**config.mk**
```make
export PLATFORM = sky130hd
export DESIGN_NAME = two_inv_power_flat
export DESIGN_NICKNAME = d
export VERILOG_FILES = /design/src/rtl/two_inv_power_if.sv /design/src/rtl/two_inv_power.sv /design/src/flat_wrapper.sv
export SDC_FILE = /design/constraint.sdc
export NUM_CORES = 2
export LEC_CHECK = 0
export ABC_CLOCK_PERIOD_IN_PS = 6000
export BUFFER_PORTS_ARGS = -buffer_cell sky130_fd_sc_hd__buf_2
export CORE_MARGIN = 4
export CORE_UTILIZATION = 44
export CTS_CLUSTER_SIZE = 12
export DETAILED_ROUTE_END_ITERATION = 8
export GPL_ROUTABILITY_DRIVEN = 0
export GPL_TIMING_DRIVEN = 0
export HOLD_SLACK_MARGIN = 0.02
export PLACE_DENSITY_LB_ADDON = 0.1
export SLEW_MARGIN = 20
export SYNTH_ARGS = -nofsm -noshare
export SYNTH_HDL_FRONTEND = slang
export SYNTH_SLANG_ARGS = --single-unit
```
**constraint.sdc**
```tcl
create_clock -name clk -period 6 [get_ports clk]
set_clock_uncertainty 0.05 [all_clocks]
set_input_delay 0.6 -clock clk [delete_from_list [all_inputs] [get_ports clk]]
set_output_delay 0.6 -clock clk [all_outputs]
set_load 0.005 [all_outputs]
```
**src/rtl/two_inv_power_if.sv**
```systemverilog
// rtl/two_inv_power_if.sv - request/response bundle for the modular-halving power block
interface two_inv_power_if #(
   parameter int MOD_WIDTH = 256
);
   logic                 i_valid;
   logic                 i_ready;
   logic [MOD_WIDTH-1:0] i_value;
   logic [MOD_WIDTH-1:0] i_power;
   logic [MOD_WIDTH-1:0] i_modulus;
   logic                 o_valid;
   logic                 o_ready;
   logic [MOD_WIDTH-1:0] o_out;

   // requester side: issues operands, consumes the result
   modport master (
      output i_valid, i_value, i_power, i_modulus, o_ready,
      input  i_ready, o_valid, o_out
   );

   // block side: accepts operands, presents the result
   modport slave (
      input  i_valid, i_value, i_power, i_modulus, o_ready,
      output i_ready, o_valid, o_out
   );
endinterface

```
**src/rtl/two_inv_power.sv**
```systemverilog
// rtl/two_inv_power.sv - computes x * 2^(-k) mod N by k modular-halving rounds
module two_inv_power #(
   parameter int MOD_WIDTH = 256
) (
   input  logic          clk,
   input  logic          rst,
   two_inv_power_if.slave bus
);

   typedef enum logic [1:0] {
      IDLE,
      RUN,
      DONE
   } state_t;

   state_t               state;
   state_t               state_nx;

   logic [MOD_WIDTH-1:0] r;
   logic [MOD_WIDTH-1:0] power;
   logic [MOD_WIDTH-1:0] modulus;
   logic [MOD_WIDTH-1:0] count;
   logic [MOD_WIDTH-1:0] count_inc;
   logic [MOD_WIDTH:0]   sum;
   logic                 ready_q;
   logic                 valid_q;
   logic                 accept;
   logic                 take;

   // ready/valid come from flops so no input reaches an output combinationally
   assign bus.i_ready = ready_q;
   assign bus.o_valid = valid_q;
   assign bus.o_out   = r;

   assign accept    = (state == IDLE) && ready_q && bus.i_valid;
   assign take      = (state == DONE) && bus.o_ready;
   assign count_inc = count + MOD_WIDTH'(1);

   // an odd r gets N added first; the extra top bit keeps the carry of r + N
   assign sum = {1'b0, r} + ({1'b0, modulus} & {(MOD_WIDTH + 1){r[0]}});

   // next-state decode
   always_comb begin
      state_nx = state;
      case (state)
         IDLE: begin
            if (accept) begin
               state_nx = (bus.i_power == '0) ? DONE : RUN;
            end
         end
         RUN: begin
            if (count_inc == power) begin
               state_nx = DONE;
            end
         end
         DONE: begin
            if (take) begin
               state_nx = IDLE;
            end
         end
         default: state_nx = IDLE;
      endcase
   end

   // state register plus handshake flags registered from the next state
   always_ff @(posedge clk) begin
      if (rst) begin
         state   <= IDLE;
         ready_q <= 1'b0;
         valid_q <= 1'b0;
      end else begin
         state   <= state_nx;
         ready_q <= (state_nx == IDLE);
         valid_q <= (state_nx == DONE);
      end
   end

   // operand capture on acceptance, then one halving round per RUN cycle
   always_ff @(posedge clk) begin
      if (rst) begin
         r       <= '0;
         power   <= '0;
         modulus <= '0;
         count   <= '0;
      end else if (accept) begin
         r       <= bus.i_value;
         power   <= bus.i_power;
         modulus <= bus.i_modulus;
         count   <= '0;
      end else if (state == RUN) begin
         r       <= MOD_WIDTH'(sum >> 1);
         count   <= count_inc;
      end
   end

endmodule

```
**src/flat_wrapper.sv**
```systemverilog
// flat-port wrapper written by rule: the top's interface ports become plain ports
module two_inv_power_flat 
#(
   parameter int MOD_WIDTH = 256
)
  (clk, rst, bus_i_valid, bus_i_value, bus_i_power, bus_i_modulus, bus_o_ready, bus_i_ready, bus_o_valid, bus_o_out);
  two_inv_power_if #(.MOD_WIDTH(MOD_WIDTH)) bus_i ();
  input  logic clk;
  input  logic rst;
  input wire logic [$bits(bus_i.i_valid)-1:0] bus_i_valid;
  input wire logic [$bits(bus_i.i_value)-1:0] bus_i_value;
  input wire logic [$bits(bus_i.i_power)-1:0] bus_i_power;
  input wire logic [$bits(bus_i.i_modulus)-1:0] bus_i_modulus;
  input wire logic [$bits(bus_i.o_ready)-1:0] bus_o_ready;
  output wire logic [$bits(bus_i.i_ready)-1:0] bus_i_ready;
  output wire logic [$bits(bus_i.o_valid)-1:0] bus_o_valid;
  output wire logic [$bits(bus_i.o_out)-1:0] bus_o_out;
  assign bus_i.i_valid = bus_i_valid;
  assign bus_i.i_value = bus_i_value;
  assign bus_i.i_power = bus_i_power;
  assign bus_i.i_modulus = bus_i_modulus;
  assign bus_i.o_ready = bus_o_ready;
  assign bus_i_ready = bus_i.i_ready;
  assign bus_o_valid = bus_i.o_valid;
  assign bus_o_out = bus_i.o_out;
  two_inv_power #(.MOD_WIDTH(MOD_WIDTH)) u_core (.clk(clk), .rst(rst), .bus(bus_i));
endmodule
```
# Word level (Yosys, flattened, before mapping)
# Index checks and enable logic that the tools add are counted.
[word_totals] input_bits=772 wordCells=29 reg_bits=1028 output_inout_bits=258
[classes] n_addsub=2 bitwise_logic=1 n_eq_ne=4 n_reduce_logical=8 n_mux=7
[op_table] cell="two-way mux 256 bit" count=2
[op_table] cell="adder 256 x 257 -> 257 bit" count=1
[op_table] cell="AND 256 x 257 -> 257 bit" count=1
[op_table] cell="adder 256 x 1 -> 256 bit, second input constant" count=1
[op_table] cell="equality test 256 bit" count=1
[op_table] cell="logical NOT 256 bit" count=1
[op_table] cell="two-way mux 2 bit" count=4
[op_table] cell="one-hot mux 2 bit (3 select lines)" count=1
[op_table] cell="equality test 2 bit, second input constant" count=2
[op_table] cell="logical NOT 2 bit" count=2
[op_table] cell="logical AND 1 bit" count=3
[op_table] cell="equality test 2 x 1 -> 1 bit, second input constant" count=1
[op_table] cell="nonzero test 2 bit" count=1
[op_table] cell="OR reduction 2 bit" count=1

# Depth between registers and ports, before layout
[depth] ltp_word=6 depth_mapped=20 depth_no_buf=18

# Worst setup path after synthesis
# OpenSTA, ideal clock, no wires.
[synth_timing] kind="register to register" from="register u_core.r[0] (netlist: u_core.bus.o_out[0])" to="register u_core.r[246] (netlist: u_core.bus.o_out[246])" path_buffers=3 t_required_ps=5835 setup_time_ps=115 path_slack_ps=1057 period_less_slack_ps=4943 arrival_ps=4779 path_stages_with_launch=21 cell_sequence="dfxtp_1 clkbuf_1 clkbuf_1 and2_1 ha_1 clkbuf_1 nand2_1 nor2_1 nand2_1 nor4_1 or3b_1 or4_1 a21oi_1 o21ai_1 a2111oi_0 o21ai_1 o21ai_1 a31oi_1 o21ai_1 xnor2_1 a2111oi_0"
[synth_via] elab_chain_len=4
[synth_lines] element="start, declared" line="two_inv_power.sv:19" text="logic [MOD_WIDTH-1:0] r;"
[synth_lines] element="start signal, assigned" line="two_inv_power.sv:86" text="r <= bus.i_value;"
[synth_lines] element="start signal, assigned" line="two_inv_power.sv:91" text="r <= MOD_WIDTH'(sum >> 1);"
[synth_lines] element="AND 256 x 257 -> 257 bit" line="two_inv_power.sv:40" text="assign sum = {1'b0, r} + ({1'b0, modulus} & {(MOD_WIDTH + 1){r[0]}});"
[synth_lines] element="adder 256 x 257 -> 257 bit (*)" line="two_inv_power.sv:40"
[synth_lines] element="two-way mux 256 bit (*)" line="two_inv_power.sv:90" text="end else if (state == RUN) begin"
[synth_lines] element="two-way mux 256 bit (*)" line="two_inv_power.sv:85" text="end else if (accept) begin"
# Mark *: on every way between the ends. The rest lies on a longest branch, timed or not. The select of a mux whose other input is x is not followed.
# A chain may end at the register's enable or synchronous reset.

# Worst setup path in the final report
[layout_timing] from="register u_core.count[151]" to="register u_core.valid_q (netlist: u_core.bus.o_valid)"
[layout_via] elab_chain_len=5
[layout_lines] element="start, declared" line="two_inv_power.sv:22" text="logic [MOD_WIDTH-1:0] count;"
[layout_lines] element="start signal, assigned" line="two_inv_power.sv:92" text="count <= count_inc;"
[layout_lines] element="adder 256 x 1 -> 256 bit" line="two_inv_power.sv:37" text="assign count_inc = count + MOD_WIDTH'(1);"
[layout_lines] element="equality test 256 bit" line="two_inv_power.sv:52" text="if (count_inc == power) begin"
[layout_lines] element="two-way mux 2 bit" line="two_inv_power.sv:52"
[layout_lines] element="one-hot mux 2 bit (3 select lines)" line="two_inv_power.sv:45" text="case (state)"
[layout_lines] element="equality test 2 bit" line="two_inv_power.sv:74" text="valid_q <= (state_nx == DONE);"
[layout_lines] element="end signal, assigned" line="two_inv_power.sv:74"
[layout_lines] element="end, declared" line="two_inv_power.sv:26" text="logic valid_q;"
# No other way between the ends.

==> impl_metrics.py <==
metrics = {
    "status": {
        "status": "finished, violations left",
        "failed_checks": "design-rule violations, negative setup slack",
    },
    "sta": {
        "slew_headroom": 0.127,
        "worst_pin_slew_ns": 1.31,
        "period_share": 1.03,
        "finalSetupTns_ns": -0.551,
        "slew_viol_final": 0,
        "setup_ws_ns": -0.191,
        "fmax_ghz": 0.162,
        "min_period_ns": 6.19,
        "setup_viol": 5,
        "hold_violations": 0,
        "rsz0062_at_grt": "yes",
    },
    "run": {
        "cap_violations": 0,
    },
    "routing": {
        "drc": 85,
        "dr_total_vias": 84300,
        "viasPerCell": 6.31,
        "drt_wl_total_um": 390000,
        "firstDrtPassIters": 9,
        "ant_nets": 0,
        "first_iter_violations": 12000,
        "wire_per_inst_um": 29.2,
    },
    "clock_tree": {
        "cts_root_buffer": "clkbuf_16",
        "clockBufferDepth": 3,
        "cts_tree": "done",
        "clock_latency_ns": 0.81,
        "cts_buffers": 116,
        "clock_sinks": 1028,
        "clkSlewWorstSetupHoldPaths_ns": 0.06,
        "cts_max_level": 3,
    },
    "power_and_ir_drop": {
        "ir_drop_uv": 229,
        "leakagePower_nw": 32.4,
        "power_density_mw_per_mm2": 221,
    },
    "logic_synthesis": {
        "yosysWarnings": 0,
        "ys_ff_latch": 1028,
        "synthFlopType": "dfxtp_1",
        "yosys.area.top_type": "dfxtp_1",
        "synth_common_cells": "1,952 x nand2_1, 1,120 x a21oi_1, 1,028 x dfxtp_1",
        "yosys.area.top_type_share": 0.299,
        "syn_nets": 10700,
        "seq_area_frac_synth": 0.299,
        "synth.avg_cell_area_um2": 7.09,
        "synth.area.top_cells": "dfxtp_1 30%, nand2_1 11%, a21oi_1 8.1%, xnor2_1 6.8%, nor2_1 4.7%",
        "synth_edf_count": 0,
        "synth_cell_types": 84,
        "syn_inst": 9715,
        "synthArstFlopShare": 0,
        "yosysMostFrequentCell": "nand2_1",
        "syn_area_mm2": 0.0689,
    },
    "placement": {
        "dp_hpwl_um": 311000,
        "port_buffers": 1029,
    },
    "critical_path": {
        "worstSetupEndpointType": "flop",
        "startpoint_type": "flop",
        "worstPathRequired_ns": 6.68,
        "critPathKind": "reg -> reg",
        "critPathMaxFanout": 7,
        "worstPathArrival_ns": 6.87,
    },
    "die": {
        "num_rows": 144,
        "dieHeight_um": 404,
        "core-area_mm2": 0.155,
        "die_w_um": 404,
        "die_area_mm2": 0.163,
        "initial_core_util": 0.445,
        "num_io_pins": 1030,
    },
    "hold_path": {
        "hold_class": "in -> reg",
    },
    "grt": {
        "grt_pass1_wl_um": 540000,
        "grt_start_max_net_pins": 18,
        "grt_use_total": 0.452,
        "overflow": 0,
        "grt_pass1_vias": 78400,
        "antenna_found_initial": 83,
    },
    "finish": {
        "final_core_util": 0.551,
        "area_growth_pct": 23.9,
        "drive_above_1_share": 0.143,
        "nets": 12200,
        "fill_cells": 15400,
    },
}
layout by cell type, fill, tap and decap left out, types with 152 or more instances in the layout:
cell,n
nand2_1,1948
a21oi_1,1116
buf_2,1064
dfxtp_1,1025
nor2_1,848
xnor2_1,528
clkbuf_1,503
o21ai_0,400
nand4_1,359
xor2_1,332
and2_1,287
dlygate4sd3_1,267
ha_1,253
nand3_1,227
nor3_1,183
nor4_1,152
per-stage QoR:
| stage | setup slack (ns) | power (mW) | instances | cell area (um^2) | hold WS [ns] |
|---|---|---|---|---|---|
| 2_1_floorplan | 1.06 | 9.23 | 9715 | 68900 | 0.382 |
| 3_3_place_gp | -2.51 | 11.0 | 12800 | 76600 | 0.389 |
| 3_5_place_dp | -2.11 | 11.0 | 12800 | 76900 | 0.393 |
| 4_1_cts | 0.00153 | 18.6 | 13300 | 84400 | 0.0200 |
| 5_1_grt | -0.210 | 19.3 | 13300 | 85300 | 0.0302 |
| 6_report | -0.191 | 18.9 | 13400 | 85400 | 0.0241 |
where the power goes:
group / switching [mW] / internal [mW] / total [mW]
combinational: 2.50 / 1.20 / 3.70
clock: 3.28 / 4.31 / 7.59
sequential: 0.394 / 7.18 / 7.57
registers in the layout (all words and copies together) (netlist names):
name	flops
u_core.bus.i_ready	1
u_core.bus.o_out	256
u_core.bus.o_valid	1
u_core.count	256
u_core.modulus	256
u_core.power	256
u_core.state	2
what timing repair did:
| item | in CTS | in global routing |
|---|---|---|
| setup endpoints to repair | 146 | 61 |
| cloned | 0 | 0 |
| hold buffers | 266 | 1 |
| hold endpoints to repair | 266 | 1 |
| pin swaps | 20 | 47 |
| setup buffers | 32 | 44 |
| gates resized for setup | 119 | 141 |
metal layers:
layer / vias to the layer above / global-route usage / routed length (um)
li1: 37200 / - / -
met1: 39000 / 0.512 / 135000
met2: 6228 / 0.673 / 159000
met3: 1858 / 0.172 / 53100
met4: 38 / 0.376 / 42800
met5: - / 0.00556 / 399
kinds of logic after synthesis:
kind of cell    share of synthesized area
compound gates                      0.197
xor+xnor                            0.110
fa+ha+maj                          0.0468
buf+inv                            0.0417
flops                               0.299
mux                              0.000872
simple gates                        0.305
worst paths after layout:
| check | cells after the start | end | slack (ns) | startpoint |
|---|---|---|---|---|
| max | 14 | u_core.bus.o_valid$_SDFF_PP0_ | -0.19 | u_core.count[151]$_SDFFE_PP0P_ |
| min | 3 | u_core.modulus[161]$_SDFFE_PP0P_ | 0.02 | bus_i_modulus[161] |
| max reg2reg | 14 | u_core.bus.o_valid$_SDFF_PP0_ | -0.19 | u_core.count[151]$_SDFFE_PP0P_ |
| min reg2reg | 2 | u_core.modulus[102]$_SDFFE_PP0P_ | 0.40 | u_core.modulus[102]$_SDFFE_PP0P_ |
cell type report:
class | count | area, um^2 | share of cell area
timing repair buffer | 1383 | 8550 | 0.100
multi-input combinational | 7937 | 46800 | 0.548
sequential | 1028 | 20600 | 0.241
clock inverter | 45 | 624 | 0.00731
tap | 2044 | 2560 | 0.0299
inverter | 129 | 484 | 0.00567
clock buffer | 170 | 3380 | 0.0395
antenna | 52 | 130 | 0.00152
buffer | 582 | 2330 | 0.0273
critical path: stages, from the launching register on:
cell      delay (ns)
dfxtp_1         0.31
clkbuf_1        0.31
nand4_1         0.37
nor3_2          0.52
nand3_1         0.50
nor4_2          0.73
nand3_2         0.35
xnor2_1         0.41
nand4_1         0.52
or4_4           0.71
nor4_2          0.21
nand4_1         0.17
or4_4           0.61
nor3b_2         0.20
o21a_1          0.13
No activity file was read; power rests on OpenSTA's default activity.
